File: config.mk
export PLATFORM = sky130hd
export DESIGN_NAME = spectro_frame_receiver_flat
export DESIGN_NICKNAME = d
export VERILOG_FILES = /design/src/rtl/spectro_frame_receiver_if.sv /design/src/rtl/spectro_frame_receiver.sv /design/src/flat_wrapper.sv
export SDC_FILE = /design/constraint.sdc
export NUM_CORES = 1
export LEC_CHECK = 0
export ABC_AREA = 1
export CAP_MARGIN = 20
export CORE_MARGIN = 10
export CORE_UTILIZATION = 53
export CTS_CLUSTER_DIAMETER = 150
export CTS_CLUSTER_SIZE = 12
export DETAILED_ROUTE_END_ITERATION = 7
export GPL_ROUTABILITY_DRIVEN = 1
export PLACE_DENSITY_LB_ADDON = 0.3
export SYNTH_ARGS = -nofsm -noshare
export SYNTH_HDL_FRONTEND = slang
export SYNTH_SLANG_ARGS = --single-unit
File: constraint.sdc
create_clock -name clk -period 5.2 [get_ports clk]
set_input_delay 1.04 -clock clk [delete_from_list [all_inputs] [get_ports clk]]
set_output_delay 1.04 -clock clk [all_outputs]
set_load 0.005 [all_outputs]
File: src/rtl/spectro_frame_receiver_if.sv
// Serial frame link between the transmitter side and spectro_frame_receiver.
// master drives the serial line; slave (the receiver) returns word/frame status.
interface spectro_frame_receiver_if #(
  parameter int WORD_W = 12
);
  logic              sdata;
  logic              frame_start;
  logic [WORD_W-1:0] word_data;
  logic [3:0]        word_index;
  logic              word_valid;
  logic [WORD_W-1:0] rtc_word;
  logic              frame_done;
  logic              frame_error;
  logic              busy;
  logic [7:0]        frame_count;

  modport master (
    output sdata, frame_start,
    input  word_data, word_index, word_valid, rtc_word,
           frame_done, frame_error, busy, frame_count
  );

  modport slave (
    input  sdata, frame_start,
    output word_data, word_index, word_valid, rtc_word,
           frame_done, frame_error, busy, frame_count
  );
endinterface

File: src/rtl/spectro_frame_receiver.sv
// Deserialises MSB-first frames (RTC word + channel words) and reports words,
// frame completion, aborts and a wrapping frame counter.
//
//   state | meaning
//   IDLE  | waiting for frame_start; serial line ignored
//   RECV  | shifting bits of the current frame
module spectro_frame_receiver #(
  parameter int WORD_W  = 12,
  parameter int N_WORDS = 16
) (
  input  logic                     clk,
  input  logic                     reset,
  spectro_frame_receiver_if.slave  bus
);
  localparam int BIT_W = $clog2(WORD_W);

  typedef enum logic {IDLE, RECV} state_t;

  state_t            state;
  logic [WORD_W-1:0] shift_reg;
  logic [WORD_W-1:0] rtc_hold;
  logic [BIT_W-1:0]  bit_cnt;
  logic [3:0]        word_cnt;
  logic [WORD_W-1:0] word_data;
  logic [3:0]        word_index;
  logic              word_valid;
  logic [WORD_W-1:0] rtc_word;
  logic              frame_done;
  logic              frame_error;
  logic [7:0]        frame_count;

  logic [WORD_W-1:0] next_word;
  logic              word_end;
  logic              frame_end;

  assign next_word = {shift_reg[WORD_W-2:0], bus.sdata};
  assign word_end  = (bit_cnt == BIT_W'(WORD_W-1));
  assign frame_end = word_end && (word_cnt == 4'(N_WORDS-1));

  always_ff @(posedge clk or posedge reset) begin
    if (reset) begin
      state       <= IDLE;
      shift_reg   <= '0;
      rtc_hold    <= '0;
      bit_cnt     <= '0;
      word_cnt    <= '0;
      word_data   <= '0;
      word_index  <= '0;
      word_valid  <= 1'b0;
      rtc_word    <= '0;
      frame_done  <= 1'b0;
      frame_error <= 1'b0;
      frame_count <= '0;
    end else begin
      word_valid  <= 1'b0;
      frame_done  <= 1'b0;
      frame_error <= 1'b0;
      if (state == IDLE) begin
        if (bus.frame_start) begin
          shift_reg <= WORD_W'(bus.sdata);
          bit_cnt   <= BIT_W'(1);
          word_cnt  <= '0;
          state     <= RECV;
        end
      end else if (bus.frame_start && !frame_end) begin
        // Early restart: the partial word is dropped and this bit opens word 0.
        frame_error <= 1'b1;
        shift_reg   <= WORD_W'(bus.sdata);
        bit_cnt     <= BIT_W'(1);
        word_cnt    <= '0;
      end else begin
        shift_reg <= next_word;
        if (word_end) begin
          word_data  <= next_word;
          word_index <= word_cnt;
          word_valid <= 1'b1;
          bit_cnt    <= '0;
          word_cnt   <= word_cnt + 4'd1;
          if (word_cnt == 4'd0)
            rtc_hold <= next_word;
          // A frame_start on the final bit is ignored: that bit belongs to the old frame.
          if (frame_end) begin
            frame_done  <= 1'b1;
            frame_count <= frame_count + 8'd1;
            rtc_word    <= (word_cnt == 4'd0) ? next_word : rtc_hold;
            state       <= IDLE;
          end
        end else begin
          bit_cnt <= bit_cnt + BIT_W'(1);
        end
      end
    end
  end

  assign bus.word_data   = word_data;
  assign bus.word_index  = word_index;
  assign bus.word_valid  = word_valid;
  assign bus.rtc_word    = rtc_word;
  assign bus.frame_done  = frame_done;
  assign bus.frame_error = frame_error;
  assign bus.busy        = (state == RECV);
  assign bus.frame_count = frame_count;
endmodule

File: src/flat_wrapper.sv
// flat-port wrapper written by rule: the top's interface ports become plain ports
module spectro_frame_receiver_flat 
#(
  parameter int WORD_W  = 12,
  parameter int N_WORDS = 16
)
  (clk, reset, bus_sdata, bus_frame_start, bus_word_data, bus_word_index, bus_word_valid, bus_rtc_word, bus_frame_done, bus_frame_error, bus_busy, bus_frame_count);
  spectro_frame_receiver_if #(.WORD_W(WORD_W)) bus_i ();
  input  logic clk;
  input  logic reset;
  input wire logic [$bits(bus_i.sdata)-1:0] bus_sdata;
  input wire logic [$bits(bus_i.frame_start)-1:0] bus_frame_start;
  output wire logic [$bits(bus_i.word_data)-1:0] bus_word_data;
  output wire logic [$bits(bus_i.word_index)-1:0] bus_word_index;
  output wire logic [$bits(bus_i.word_valid)-1:0] bus_word_valid;
  output wire logic [$bits(bus_i.rtc_word)-1:0] bus_rtc_word;
  output wire logic [$bits(bus_i.frame_done)-1:0] bus_frame_done;
  output wire logic [$bits(bus_i.frame_error)-1:0] bus_frame_error;
  output wire logic [$bits(bus_i.busy)-1:0] bus_busy;
  output wire logic [$bits(bus_i.frame_count)-1:0] bus_frame_count;
  assign bus_i.sdata = bus_sdata;
  assign bus_i.frame_start = bus_frame_start;
  assign bus_word_data = bus_i.word_data;
  assign bus_word_index = bus_i.word_index;
  assign bus_word_valid = bus_i.word_valid;
  assign bus_rtc_word = bus_i.rtc_word;
  assign bus_frame_done = bus_i.frame_done;
  assign bus_frame_error = bus_i.frame_error;
  assign bus_busy = bus_i.busy;
  assign bus_frame_count = bus_i.frame_count;
  spectro_frame_receiver #(.WORD_W(WORD_W), .N_WORDS(N_WORDS)) u_core (.clk(clk), .reset(reset), .bus(bus_i));
endmodule
== After elaboration in Yosys (flattened, before gate mapping) ==
Index checks and enable logic that the tools add are counted.

* Add/sub/neg operators: 3
* Multiply operators: 0
* Divide/modulo/power cells: 0
* $lt $le $gt $ge: 0
* Equal/unequal tests: 3
* Shift operators: 0
* Multiplexer cells: 26
* Bitwise operators: 1
* Reduce and logical (&&, ||, !) cells: 8

{| class="wikitable"
|+ Operator list
! kind !! count
|-
| two-way mux 11 bit || 3
|-
| two-way mux 4 bit || 8
|-
| two-way mux 1 bit || 14
|-
| two-way mux 12 bit || 1
|-
| adder 4 x 1 -> 4 bit (second input constant) || 2
|-
| adder 8 x 1 -> 8 bit (second input constant) || 1
|-
| equality test 4 bit (second input constant) || 2
|-
| logical NOT 4 bit || 1
|-
| AND reduction 4 bit || 1
|-
| != test 3 bit (second input constant) || 1
|-
| AND reduction 3 bit || 1
|-
| logical AND 1 bit || 2
|-
| AND reduction 2 bit || 1
|-
| nonzero test 2 bit || 1
|-
| logical NOT 1 bit || 1
|-
| NOT 1 bit || 1
|}

* Flip-flop bits (word level): 71
* Bits in latches: 0
* RAM bits: 0
* Bits in read-only memories: 0
* Input bits: 4
* Output and inout bits: 40
* Logic and storage cells: 53
* Memories kept: 0

== Depth between registers and ports, before layout ==
Gate-level depths: netlist (run 1).

* Depth in word-level cells: 6
* Gate-level depth with buffers: 8
* Depth with buffers taken out: 8

== Worst setup path before layout (run 1) ==
No wires, ideal clock.

* Path type: input to register
* From: input bus_frame_start
* To: register u_core.shift_reg[0]
* Setup time: 0.133 ns
* Data arrival time: 1.686 ns
* Required time: 5.067 ns
* Setup slack: 3.380 ns
* Cell stages on the path: 3
* Path buffers: 1
* Cell sequence: nor2_1 > clkbuf_1 > o21ai_0

* Cells in the longest elaborated chain, start to end: 1

{| class="wikitable"
|+ Ends and longest elaborated chain
! item !! line !! text
|-
| start, declared || flat_wrapper.sv:12 || <nowiki>input wire logic [$bits(bus_i.frame_start)-1:0] bus_frame_start;</nowiki>
|-
| nonzero test 2 bit (no source line) || -- ||
|-
| end signal, assigned || spectro_frame_receiver.sv:60 || <nowiki>shift_reg <= WORD_W'(bus.sdata);</nowiki>
|-
| end signal, assigned || spectro_frame_receiver.sv:68 || <nowiki>shift_reg <= WORD_W'(bus.sdata);</nowiki>
|-
| end signal, assigned || spectro_frame_receiver.sv:72 || <nowiki>shift_reg <= next_word;</nowiki>
|-
| end, declared || spectro_frame_receiver.sv:20 || <nowiki>logic [WORD_W-1:0] shift_reg;</nowiki>
|}

Every way passes these cells.
A chain may end at the register's enable or synchronous reset.

== Final worst setup path (run 1) ==
* From: input bus_frame_start
* To: register u_core.word_data[9], in the netlist u_core.bus.word_data[9]

* Cells in the longest elaborated chain, start to end: 3

{| class="wikitable"
|+ Ends and longest elaborated chain
! item !! line !! text
|-
| logical AND 1 bit || spectro_frame_receiver.sv:65 || <nowiki>end else if (bus.frame_start && !frame_end) begin</nowiki>
|-
| NOT 1 bit (no source line) || -- ||
|-
| AND reduction 3 bit (no source line) || -- ||
|-
| end signal, assigned || spectro_frame_receiver.sv:74 || <nowiki>word_data <= next_word;</nowiki>
|-
| end, declared || spectro_frame_receiver.sv:24 || <nowiki>logic [WORD_W-1:0] word_data;</nowiki>
|}

Every way passes these cells.

==> results.md, run 1 <==
- The critical path in this run is classified as in -> reg.
- The number of failing hold endpoints at the final stage is 0.
- Entering global routing, the biggest net connects 49 pins.
- The share of layout cells above drive strength 1 is 5.69%.
- The switching power is 224 uW.
- Summing internal, switching and leakage power gives 1.03 mW.
- The post-synthesis instance area is 3100 sq um.
- The largest fanout on the critical path is 48.
- The required time of the worst setup path is 5.44 ns.
- The share of total power consumed by net switching is 21.9%.
- TritonCTS built the clock tree.
- From synthesis to final layout, the design area changed by 20.2%.
- The length in cells of the worst reg-to-reg path is 5.
- Synthesis inferred 71 register bits.
- The source of the critical timing path is bus_frame_start.
- In this run the critical register-to-register path is launched from u_core.word_cnt[0].
- The final setup violation count is 0.
- In this run the tightest slew margin relative to its limit is 26.6%.
- After detailed routing, the total wire length is 6610 um.
- The root buffer selected by CTS is sky130_fd_sc_hd__clkbuf_8.
- The worst flop-to-flop path endpoint is u_core.bus.word_data[9].
- Across the run, the number of max-cap violations was 0.
- The worst clock skew is 0.0110 ns.
- The average size of a mapped cell is 8.57 sq um.
- The number of clock sinks is 71.
- The height of the chip is 96.4 um.
- In this run, distinct cell masters in the synthesized netlist total 24.
- The critical path goes through clkdlybuf4s50_1 > a21oi_2 > nand2_2 > o21ai_0.
- The post-CTS setup buffer count is 0.
- Post-CTS repair changed the size of 0 cells.
- The number of antenna violations at the first check in global routing was 0.
- The placeable core region is 5570 sq um.
- The reg-to-reg setup timing slack is 2.77 ns.
- The data arrival time of the critical path is 3.11 ns.
- The last weighted congestion value of the routability-driven placer is 0.797.
- The largest registers in the layout are u_core.bus.rtc_word (12), u_core.bus.word_data (12), u_core.rtc_hold (12).
- Cell internal power was estimated by the tool at 801 uW.
- The layout filler cell count is 448.
- The area taken by multi-input logic gates is 1120 sq um.
- The number of slew-limit violations in the final report is 0.
- The power per standard cell area is 275 nW/um^2.
- The total area of sequential cells is 1780 sq um.
- The power share of the combinational group is 4.4%.
- For this run, the number of Yosys warnings is 0.
- The via count of the first global-routing pass is 2380.
- Timing would allow up to 348 MHz.
- In this run the worst setup path terminates at u_core.bus.word_data[9].
- The net count of the finished layout is 409.
- For this block, the via count after detailed routing is 2423.
- The detail-routed via count per cell is 5.09.
- The proportion of power drawn by flip-flops and latches is 55.7%.
- Once detail routing completed, the nets flagged for antenna violations numbered 0.
- The number of buffer and inverter instances along the worst setup path is 1.
- The number of H-tree levels is 3.
- The clock reaches the later pin of the worst-skew pair after 0.34 ns.
- The largest stage delay on the critical path is 0.64 ns.
- The total CTS buffers is 9.
- The number of I/O port buffers is 43.
- The number of top-level design ports is 44.
- The share of total power in the clock network is 39.9%.
- The run finished with clean final reports.
- The global-route total usage across every layer is 15.5%.
- 0 antenna diodes ended up in the layout.
- For this run, design rule violations remaining after detail routing come to 0.
- The total half-perimeter wirelength after legalization and detailed placement is 4450 um.
- The worst path uses 55.3% of the clock period.
- The detailed router finished its first iteration with 228 violations.
- The sequential area share after synthesis is 57.4%.
- The longest clock path from root to sink contains 2 buffers.
- The count of mapped cells out of synthesis is 361.
- The slowest cell on the critical path is sky130_fd_sc_hd__nand2_2.
- After clock tree synthesis, the clock-pin slew on the worst setup and hold paths is 0.07 ns.
- The peak supply drop is 0.179 mV.
- In this run the static leakage power is 1.80 nW.
- The number of nets handed over by synthesis was 369.
- The count of standard-cell rows is 27.
- The path category of the worst min-delay check is reg -> reg.
- STA classifies the critical path endpoint as a flip-flop.
- From left edge to right edge, the die measures 96.4 um.
- For the pin with the worst max-slew slack, the measured transition is 1.10 ns.
- The effective utilization at floorplan is 55.5%.
- Cells fill 66.8% of the core in the end.
- The worst slack on hold paths is 0.477 ns.
- The total overflow left after global routing is 0.
- The gate family responsible for the most delay along the worst path is compound AO/OA/AOI/OAI gates.
- The wire length of the first global-routing pass is 11300 um.
- Counting buffers and inverters, the worst setup path is 4 cells deep.
- Dividing the detail-routed wire length by the instance count gives 13.9 um.
- The final sum of negative setup slack is 0 ns.
- The critical path launch point type is a primary input.
- The number of hold buffers added after cts is 0.
- The shortest period the worst path allows is 2.87 ns.
- The die area is 9300 sq um.
- Setup repair after global routing left no endpoint under its margin.
- The first-pass detailed-route iteration total is 4.
-- cell type report --
type / count / share of cell area [%]
clock buffer: 14 / 4.91
inverter: 29 / 2.93
multi-input combinational: 245 / 30.0
sequential: 71 / 47.7
tap: 72 / 2.42
timing repair buffer: 45 / 12.0
-- placed cells by master (no fill, tap or decap) --
cell type                         instances
sky130_fd_sc_hd__nand2_2                  1
sky130_fd_sc_hd__or2_2                    1
sky130_fd_sc_hd__xor2_1                   6
sky130_fd_sc_hd__inv_1                   27
sky130_fd_sc_hd__inv_2                    2
sky130_fd_sc_hd__buf_4                    2
sky130_fd_sc_hd__nand3_2                  1
sky130_fd_sc_hd__nand3b_1                 3
sky130_fd_sc_hd__clkbuf_8                13
sky130_fd_sc_hd__nor2_1                   8
sky130_fd_sc_hd__ha_1                     4
sky130_fd_sc_hd__clkbuf_1                 1
sky130_fd_sc_hd__clkdlybuf4s50_1         43
sky130_fd_sc_hd__xnor2_1                  1
sky130_fd_sc_hd__nand3_1                 20
sky130_fd_sc_hd__o21ai_1                  8
sky130_fd_sc_hd__nor3_1                   1
sky130_fd_sc_hd__o21ai_0                 36
sky130_fd_sc_hd__nand2_1                148
sky130_fd_sc_hd__a21oi_1                  1
sky130_fd_sc_hd__nand4_1                  3
sky130_fd_sc_hd__a21oi_2                  1
sky130_fd_sc_hd__o21ai_2                  2
sky130_fd_sc_hd__dfrtp_1                 71
-- tightest hold or removal path: cells and delay by family (launching register included) --
family           cells  cell delay, ns
DFF                  1            0.34
and+or+nand+nor      2            0.11
-- routing by layer --
layer  wire [um]  share of wire, %  GRT usage (%)  vias up
li1            -                 -              -     1207
met1        2780                42           19.3     1150
met2        3370                51           24.7       53
met3         327               4.9           3.78       13
met4         130               2.0           7.63        0
met5           0                 0              0        -
-- worst min-delay path by stage --
stage	slack [ns]	cells after the start	endpoint	startpoint
floorplan	0.45	2	u_core.rtc_hold[0]	u_core.rtc_hold[0]
global placement	0.46	2	u_core.rtc_hold[0]	u_core.rtc_hold[0]
finish	0.48	2	u_core.bus.rtc_word[5]	u_core.bus.rtc_word[5]
global route	0.50	2	u_core.bus.rtc_word[5]	u_core.bus.rtc_word[5]
detailed placement	0.47	2	u_core.rtc_hold[5]	u_core.rtc_hold[5]
CTS	0.48	2	u_core.rtc_hold[5]	u_core.rtc_hold[5]
-- power groups by stage --
| stage | Combinational, mW | Sequential, mW | Clock [mW] |
|---|---|---|---|
| after floorplan | 0.0281 | 0.580 | 0 |
| after global placement | 0.0449 | 0.581 | 0 |
| after detailed placement | 0.0462 | 0.581 | 0 |
| after CTS | 0.0465 | 0.571 | 0.419 |
| after global routing | 0.0524 | 0.572 | 0.443 |
| final | 0.0451 | 0.571 | 0.409 |
-- cell usage after synthesis --
master                     instances  area (sq um)
sky130_fd_sc_hd__nand4_1           3          18.8
sky130_fd_sc_hd__nand2_1         148           556
sky130_fd_sc_hd__or2_2             1          6.26
sky130_fd_sc_hd__clkbuf_1          4          15.0
sky130_fd_sc_hd__nand3_1          20           100
sky130_fd_sc_hd__nand3b_1          3          22.5
sky130_fd_sc_hd__nor3_1            1          5.00
sky130_fd_sc_hd__xnor2_1           1          8.76
sky130_fd_sc_hd__buf_6             3          33.8
sky130_fd_sc_hd__nor2_1            8          30.0
sky130_fd_sc_hd__inv_1            28           105
sky130_fd_sc_hd__ha_1              4          50.1
sky130_fd_sc_hd__nand3_2           1          10.0
sky130_fd_sc_hd__buf_2             8          40.0
sky130_fd_sc_hd__dfrtp_1          71          1780
sky130_fd_sc_hd__inv_2             1          3.75
sky130_fd_sc_hd__o21ai_2           2          17.5
sky130_fd_sc_hd__nand2_2           1          6.26
sky130_fd_sc_hd__o21ai_0          36           180
sky130_fd_sc_hd__xor2_1            6          52.6
sky130_fd_sc_hd__a21oi_1           1          5.00
sky130_fd_sc_hd__o21ai_1           8          40.0
sky130_fd_sc_hd__buf_1             1          3.75
sky130_fd_sc_hd__a21oi_2           1          8.76
-- cells by family after synthesis --
kind of cell	Yosys count	share of synthesized area, %
buf+inv	45	6.51
flops	71	57.4
fa+ha+maj	4	1.62
compound gates	48	8.12
simple gates	186	24.4
xor+xnor	7	1.98
-- per-stage QoR --
step | setup WS (ns) | instances | area [sq um]
floorplan | 2.36 | 361 | 3100
global placement | 2.10 | 462 | 3540
detailed placement | 2.00 | 462 | 3540
CTS | 2.34 | 476 | 3720
global route | 2.15 | 476 | 3720
finish | 2.33 | 476 | 3720
(Power assumes the default switching activity.)
==> run 2, diff against run 1 <==
clock period = 3 ns   (was 5.2 ns; I/O delays follow)
==> results.md, run 2 (synthesis results as in run 1) <==
- The run finished with clean final reports.
- Summed over all layers, the routed wires come to 6750 um.
- The total power draw is 1.84 mW.
- The via count of the first global-routing pass came to 2467.
- The number of failing hold endpoints at the final stage is 0.
- The last weighted congestion value of the routability-driven placer is 0.842.
- The DRC marker count from the first detailed-route iteration is 167.
- The total half-perimeter wirelength after legalization and detailed placement is 4690 um.
- The signal on the critical path passes through inv_1 > ha_1 > nand3_1 > o21ai_0 > nand3_1 > nand2_1.
- The length in cells of the worst reg-to-reg path is 6.
- The final setup violation count is 0.
- For this run the aggregate overflow at the end of global routing stands at 0.
- Of all nets on the critical path, the largest fanout is 24.
- In this run the post-CTS setup repair buffer count came out at 0.
- The proportion of power drawn by flip-flops and latches is 53.8%.
- The die area is 9300 sq um.
- The power per standard cell area is 487 nW/um^2.
- The count of buffers added on input and output ports is 43.
- Clock skew on the completed layout was measured at 0.00660 ns.
- The root buffer selected by CTS is sky130_fd_sc_hd__clkbuf_8.
- The number of placed instances, taps included is 466.
- The number of hold buffers added after cts is 0.
- The internal portion of total power is 1.43 mW.
- The number of slew-limit violations in the final report came to 0.
- The total area inside the core boundary comes to 5570 sq um.
- The path category of the worst min-delay check is reg -> reg.
- The switching power is 410 uW.
- The data arrival time of the critical path is 2.39 ns.
- The shortest period the worst path allows is 2.11 ns.
- In this design, the largest share of critical-path delay is due to simple AND/OR/NAND/NOR gates.
- Across every metal layer, demand over resource in global routing totals 15.9%.
- The first global-routing pass estimated 11600 um of wire.
- The share of total power in the clock network is 41.9%.
- STA classifies the critical path startpoint as a flip-flop.
- The count of cells in the finished layout, fillers not included, comes to 481.
- The library cells used most frequently in the layout, excluding fill and tap cells, are 148 x sky130_fd_sc_hd__nand2_1, 71 x sky130_fd_sc_hd__dfrtp_1, 43 x sky130_fd_sc_hd__clkdlybuf4s50_1, 36 x sky130_fd_sc_hd__o21ai_0, 27 x sky130_fd_sc_hd__inv_1.
- The layout has 448 filler cells.
- The height of the chip is 96.4 um.
- Row generation in the floorplan step produced 27 rows.
- The total number of vias is 2464.
- In the final routed layout, each cell accounts on average for 14.0 um.
- The share of total power consumed by net switching is 22.3%.
- The required time of the worst setup path is 3.28 ns.
- The peak supply drop is 0.303 mV.
- The largest registers in the layout are u_core.bus.rtc_word (12), u_core.bus.word_data (12), u_core.rtc_hold (12).
- Max-cap violations in this run came to 0.
- Leaving out fill and tap cells, the most frequent cell in the layout is sky130_fd_sc_hd__nand2_1.
- The count of antenna diodes in the layout is 0.
- The clock reaches the later pin of the worst-skew pair after 0.35 ns.
- The post-CTS resize count is 0.
- The worst setup path category is reg -> reg.
- The first-pass detailed-route iteration total is 4.
- The final critical path takes up 70.3% of the cycle.
- Across all setup checks in the final design, the least slack found is 0.890 ns.
- In the final design database the tool counted 413 nets.
- The cell seen most often among critical-path stages is sky130_fd_sc_hd__nand3_1.
- The share of layout cells above drive strength 1 is 6.85%.
- On the critical path, the stage with the largest delay is an instance of sky130_fd_sc_hd__nand3_1.
- Setup repair after global routing left no endpoint under its margin.
- The worst hold path was traced through 2 stages.
- For the final routed database, the setup TNS stands at 0 ns.
- The number of clock sinks is 71.
- The fmax is 474 MHz.
- The number of top-level design ports is 44.
- After clock tree synthesis, the clock-pin slew on the worst setup and hold paths is 0.07 ns.
- The number of clock buffers added by TritonCTS is 9.
- The maximum number of pins on one net before global-route repair is 45.
- The number of antenna violations at the first check in global routing came to 0.
- The area growth from synthesis to layout is 22.1%.
- In this run the remaining antenna-violating nets after routing total 0.
- In this run the static leakage power is 1.83 nW.
- The relative slew slack is 45.0%.
- In this run the number of H-tree levels came out at 3.
- For this configuration, the core starts out at a cell density of 55.5%.
- The DRC violation count after routing is 0.
- The critical path crosses 6 cells after its start point.
- The worst slack at placement is 0.821 ns.
- The number of buffer and inverter instances along the worst setup path is 1.
- The largest stage delay on the critical path is 0.58 ns.
- STA classifies the critical path endpoint as a flip-flop.
- Using the TritonRoute via totals, the vias-per-cell ratio works out to 5.12.
- The TritonCTS clock tree is done.
- For the pin with the worst max-slew slack, the measured transition is 0.823 ns.
- Per report_power, the combinational group accounts for 4.3% of the total.
- In this run the deepest clock path goes through 2 buffers.
- The floorplan step set the die width to 96.4 um.
-- run 2: worst paths after layout --
| check | endpoint | slack (ns) | startpoint |
|---|---|---|---|
| min | u_core.rtc_hold[2] | 0.48 | u_core.rtc_hold[2] |
| min reg2reg | u_core.rtc_hold[2] | 0.48 | u_core.rtc_hold[2] |
| min in group asynchronous | u_core.bus.frame_done | 0.63 | reset |
| max | u_core.rtc_hold[10] | 0.89 | u_core.word_cnt[0] |
| max reg2reg | u_core.rtc_hold[10] | 0.89 | u_core.word_cnt[0] |
| max in group asynchronous | u_core.rtc_hold[6] | 1.74 | reset |
-- run 2: cell type report --
class	instances	area (sq um)	area share, %
clock buffer	12	155	4.11
timing repair buffer	49	488	12.9
multi-input combinational	245	1120	29.6
clock inverter	3	42.5	1.13
inverter	29	109	2.88
tap	72	90.1	2.38
sequential	71	1780	47.0
-- run 2: per-stage QoR --
step           hold WS (ns)  area, sq um  utilization [%]
3_5_place_dp          0.465         3580             64.2
4_1_cts               0.484         3780             67.8
2_1_floorplan         0.449         3100                -
3_3_place_gp          0.461         3580             64.2
5_1_grt               0.509         3780             67.8
6_report              0.484         3780             67.8
-- run 2: power groups by stage --
stage / sequential, mW / combinational [mW] / clock [mW]
after global routing: 0.992 / 0.0929 / 0.825
after CTS: 0.990 / 0.0825 / 0.777
final: 0.990 / 0.0799 / 0.771
after floorplan: 1.01 / 0.0487 / 0
after global placement: 1.01 / 0.0803 / 0
after detailed placement: 1.01 / 0.0820 / 0
-- run 2: layer usage --
layer | wire (um) | GRT usage (%) | vias up
li1 | - | - | 1217
met1 | 2720 | 18.5 | 1181
met2 | 3520 | 26.7 | 54
met3 | 372 | 4.32 | 12
met4 | 126 | 7.63 | 0
met5 | 0 | 0 | -
-- run 2: tightest hold or removal path, stage by stage, from the launching register on --
cell and delay, ns:
sky130_fd_sc_hd__dfrtp_1 0.35, sky130_fd_sc_hd__nand2_1 0.05, sky130_fd_sc_hd__nand2_1 0.05
==> RTL change 1, RTL diff (settings of run 2) <==
`WORD_W` is set to 12 in 3 places; all go to 18.
--- a/src/rtl/spectro_frame_receiver_if.sv
+++ b/src/rtl/spectro_frame_receiver_if.sv
@@ -3,3 +3,3 @@
 interface spectro_frame_receiver_if #(
-  parameter int WORD_W = 12
+  parameter int WORD_W = 18
 );
--- a/src/rtl/spectro_frame_receiver.sv
+++ b/src/rtl/spectro_frame_receiver.sv
@@ -7,3 +7,3 @@
 module spectro_frame_receiver #(
-  parameter int WORD_W  = 12,
+  parameter int WORD_W  = 18,
   parameter int N_WORDS = 16
--- a/src/flat_wrapper.sv
+++ b/src/flat_wrapper.sv
@@ -3,3 +3,3 @@
 #(
-  parameter int WORD_W  = 12,
+  parameter int WORD_W  = 18,
   parameter int N_WORDS = 16
Interface: changed (resized bus_rtc_word and bus_word_data); port bits go from 44 to 56. No check against the original RTL was run, so the function may have changed too.
==> RTL change 1 against run 2 <==
Worst setup slack improved by 68 ps; wire length increased by 35%; largest cell class unchanged; total power increased by 21%; sequential cell count increased by 25; synthesized area increased by 37%; count of clock-buffer cells in the layout unchanged; cell area increased by 33%; clock power increased by 7.9%; via count increased by 38%.
==> RTL change 1: results (changes against run 2) <==
Worst Max-Slew Pin Slew = 756 ps (was 823 ps)
Clk pin slew, worst setup/hold paths = 80 ps
FF-to-FF Start = u_core.bit_cnt[1] (was u_core.word_cnt[0])
Initial antenna violation count = 0 (unchanged)
Post-synth top flop = dfrtp_1 (unchanged)
Worst vdd ir = 0.225 mV (was 0.303 mV)
Pin count of the biggest net entering global routing = 60 (was 45)
Post-Synthesis Net Count = 507 (was 369)
Outcome = completed (unchanged)
Leakage Power = 2.53 nW (was 1.83 nW)
DR iter-0 viols = 258 (was 167)
CTS Root Cell = clkbuf_8 (unchanged)
FFs w/ async S/R, synth = 100% (unchanged)
WL met3 = 637 µm (was 372 µm)
Worst setup startpoint = u_core.bus.busy (was u_core.word_cnt[0])
Min-Delay Path Depth = 2 (unchanged)
Top cells by count, synth = 192 x nand2_1, 96 x dfrtp_1, 66 x nand3_1 (was 148 x nand2_1, 71 x dfrtp_1, 36 x o21ai_0)
# nets final = 553 (was 413)
Synth top area cells = dfrtp_1 57%, nand2_1 17%, nand3_1 7.8% (was dfrtp_1 57%, nand2_1 18%, o21ai_0 5.8%)
GPL Wtd Cong = 0.811 (was 0.842)
Synth cell types = 22 (was 24)
Top Metal Used = met4 (unchanged)
Min-delay src = u_core.bus.word_data[1] (was u_core.rtc_hold[2])
Clk buf depth = 2 (unchanged)
Via Count = 3388 (was 2464)
Critical-path top delay cell = clkdlybuf4s50_1 (was nand3_1)
Crit path largest cell delay = 570 ps
Peak Freq = 490 MHz (was 474 MHz)
Worst setup path end = bus_busy (was u_core.rtc_hold[10])
Wirelength per Cell = 14.1 µm (was 14.0 µm)
R2r setup slk = 1090 ps (was 890 ps)
Fin Clk Skew = 9.43 ps (was 6.60 ps)
Total track usage = 16.0% (was 15.9%)
Synth top area share = 56.6% (was 57.4%)
Sequential fraction of the synthesis area = 56.6% (was 57.4%)
Detailed placement HPWL = 6130 µm (was 4690 µm)
CP Max Fanout = 8 (was 24)
Hold WS = 476 ps (was 484 ps)
First-pass GRT wire length = 15600 µm (was 11600 µm)
Layout cells sized above 1 = 5.84% (was 6.85%)
WP data arrival = 1440 ps (was 2390 ps)
Fillers = 666 (was 448)
PortBufs = 55 (was 43)
Clk Latency, worst-skew pair = 360 ps
FF-to-FF path depth = 9 (was 6)
Top Registers = u_core.bus.rtc_word: 18 flops, u_core.bus.word_data: 18 flops, u_core.rtc_hold: 18 flops (was u_core.bus.rtc_word: 12 flops, u_core.bus.word_data: 12 flops, u_core.rtc_hold: 12 flops)
Hold WC Path Type = reg2reg (unchanged)
Total CTS buffers = 9 (unchanged)
DRT Pass-1 Iters = 4 (unchanged)
M1 WL = 3770 µm (was 2720 µm)
CTS H-tree lvls = 3 (unchanged)
Post_cts resized = 0 (unchanged)
# diodes = 0 (unchanged)
Routed wl met2 = 4570 µm (was 3520 µm)
Crit-path leading delay family = buffers and inverters (was simple AND/OR/NAND/NOR gates)
Worst hold endpoint = u_core.bus.word_data[1] (was u_core.rtc_hold[2])
Yosys warns = 0 (unchanged)
R2R Path End = u_core.bus.frame_count[5] (was u_core.rtc_hold[10])
-- RTL change 1: cell count changes after synthesis, moves of 3 or more --
cell,change
nand3_1,+46
nand2_1,+44
dfrtp_1,+25
inv_1,+9
o21ai_1,-8
buf_2,+5
o21ai_0,+5
clkbuf_1,+3
nand2_2,+3
nand3b_1,-3
o22ai_1,+3
-- RTL change 1: layout make-up --
class / instances / area, µm² / area share (%)
clock buffer: 12 / 145 / 2.88
tap: 102 / 128 / 2.54
clock inverter: 3 / 42.5 / 0.845
inverter: 40 / 154 / 3.06
sequential: 96 / 2400 / 47.7
timing repair buffer: 60 / 613 / 12.2
multi-input combinational: 337 / 1550 / 30.8
-- RTL change 1: kinds of logic (layout without fill, tap and decap cells) --
family          count (synthesis)  count (layout)  synth area share, %
xor+xnor                        9               9                 1.86
fa+ha+maj                       5               5                 1.47
simple gates                  278             278                 27.8
compound gates                 45              45                 5.40
flops                          96              96                 56.6
buf+inv                        65             115                 6.87
-- RTL change 1: per-layer routing --
layer	GRT usage [%]	vias up
met4	5.95	0
met5	0	-
met2	27.5	86
li1	-	1660
met1	18.9	1628
met3	4.21	14
-- RTL change 1: through the flow --
stage          worst slack, ps  area (µm²)  std cells
3_3_place_gp               884        4840        635
6_report                   958        5030        650
4_1_cts                    940        5030        650
3_5_place_dp               836        4840        635
2_1_floorplan             1270        4250        498
5_1_grt                    846        5030        650
-- RTL change 1: report_power, final --
part / leakage [nW] / switching, mW / internal, mW
clock: 0.0925 / 0.428 / 0.403
combinational: 1.12 / 0.0604 / 0.0284
sequential: 1.32 / 0.0111 / 1.30
total: 2.53 / 0.500 / 1.74
==> RTL change 2, RTL diff (config.mk and constraints of run 2) <==
Without the edit above. Make the reset (`reset`) synchronous in one clocked block.
--- a/src/rtl/spectro_frame_receiver.sv
+++ b/src/rtl/spectro_frame_receiver.sv
@@ -39,3 +39,3 @@
 
-  always_ff @(posedge clk or posedge reset) begin
+  always_ff @(posedge clk) begin
     if (reset) begin
Behaviour: differs if reset is asserted again (counterexample within 4 cycles, from zero or initial values and one cycle with reset high); with reset held inactive, the same outputs for 10 cycles.
==> RTL change 2 against run 2 <==
Synthesized area decreased by 5.3%; wire length is 1.2% higher; hold slack lost 18 ps; worst setup slack improved by 150 ps; total power fell by 7.1%; cell area decreased by 6.2%; clock power decreased by 11%; sequential cell count stayed put; critical path type is now reg2out.
==> RTL change 2: results (changes against run 2) <==
Outcome = completed (unchanged)
Top Metal Used = met4 (unchanged)
Post-Synthesis Net Count = 400 (was 369)
Post_cts resized = 0 (unchanged)
Sequential fraction of the synthesis area = 48.5% (was 57.4%)
Pin count of the biggest net entering global routing = 34 (was 45)
Post-Synth XOR/XNOR Area = 0.598% (was 1.98%)
Worst hold endpoint = u_core.bus.rtc_word[4] (was u_core.rtc_hold[2])
Synth top area cells = dfxtp_1 48%, nand2_1 14%, nand3_1 9.2% (was dfrtp_1 57%, nand2_1 18%, o21ai_0 5.8%)
Critical-path top delay cell = clkdlybuf4s50_1 (was nand3_1)
Worst vdd ir = 0.340 mV (was 0.303 mV)
Power Sequential = 0.952 mW (was 0.990 mW)
WP data arrival = 1360 ps (was 2390 ps)
Sw Ratio = 23.4% (was 22.3%)
Number of global-route vias before repair = 2538 (was 2467)
Top cells by count, synth = 113 x nand2_1, 71 x dfxtp_1, 54 x nand3_1 (was 148 x nand2_1, 71 x dfrtp_1, 36 x o21ai_0)
Post-synth top flop = dfxtp_1 (was dfrtp_1)
Placed Area = 0.00337 mm² (was 0.00358 mm²)
Adder-cell share of the synthesized area = 1.71% (was 1.62%)
DRT Pass-1 Iters = 4 (unchanged)
Leakage Power = 1.30 nW (was 1.83 nW)
Worst Max-Slew Pin Slew = 474 ps (was 823 ps)
Core footprint = 0.00544 mm² (was 0.00557 mm²)
R2r setup slk = 1180 ps (was 890 ps)
FFs w/ async S/R, synth = 0% (was 100%)
Layout cells sized above 1 = 7.13% (was 6.85%)
Cells after Synth = 392 (was 361)
Post-synthesis compound-gate area fraction = 12.7% (was 8.12%)
Detailed placement HPWL = 4630 µm (was 4690 µm)
WL met3 = 495 µm (was 372 µm)
FF-to-FF path depth = 7 (was 6)
Total track usage = 16.1% (was 15.9%)
CP Max Fanout = 6 (was 24)
Min-delay src = u_core.bus.rtc_word[4] (was u_core.rtc_hold[2])
Final Routed Wirelength = 6830 µm (was 6750 µm)
Pre-CTS WS = 810 ps (was 821 ps)
FF-to-FF Start = u_core.bit_cnt[0] (was u_core.word_cnt[0])
GR Util met2 = 26.8% (was 26.7%)
Hold WS = 466 ps (was 484 ps)
Met3 Resource Use GR = 5.79% (was 4.32%)
Routed wl met2 = 3270 µm (was 3520 µm)
Synth cell types = 25 (was 24)
Crit path largest cell delay = 560 ps (was 580 ps)
Met1 Usage GRT = 18.4% (was 18.5%)
Wirelength per Cell = 13.5 µm (was 14.0 µm)
DR iter-0 viols = 160 (was 167)
# nets final = 438 (was 413)
M1 WL = 2970 µm (was 2720 µm)
Clock-net power = 0.688 mW (was 0.771 mW)
R2R Path End = u_core.bus.frame_count[4] (was u_core.rtc_hold[10])
GPL Wtd Cong = 0.844 (was 0.842)
First-pass GRT wire length = 11500 µm (was 11600 µm)
Share of power burned in registers = 55.7% (was 53.8%)
Post-Place Cells = 491 (was 466)
Vias per inst = 5.19 (was 5.12)
## RTL change 2: changes by cell type in the layout (fill, tap and decap cells not counted), sizes merged, moves of 5 or more
cell   change
nor2       +5
dfrtp     -71
a21oi     +36
dfxtp     +71
nand3     +37
o21ai     -12
nand2     -34
## RTL change 2: worst max-delay path by stage
stage / from / endpoint / slack, ps
floorplan: reset / u_core.bus.word_index[0] / 1540
CTS: u_core.bus.busy / bus_busy / 1010
detailed placement: bus_frame_start / u_core.bus.word_index[3] / 810
finish: u_core.bus.busy / bus_busy / 1040
global route: u_core.bit_cnt[0] / u_core.bus.word_index[1] / 960
global placement: bus_frame_start / u_core.bus.word_index[0] / 830
## RTL change 2: area by class of cell
type / count / area [µm²]
multi-input combinational: 268 / 1260
sequential: 71 / 1420
inverter: 31 / 118
timing repair buffer: 49 / 475
clock buffer: 13 / 159
tap: 72 / 90.1
clock inverter: 3 / 17.5
fill: 475 / 1900
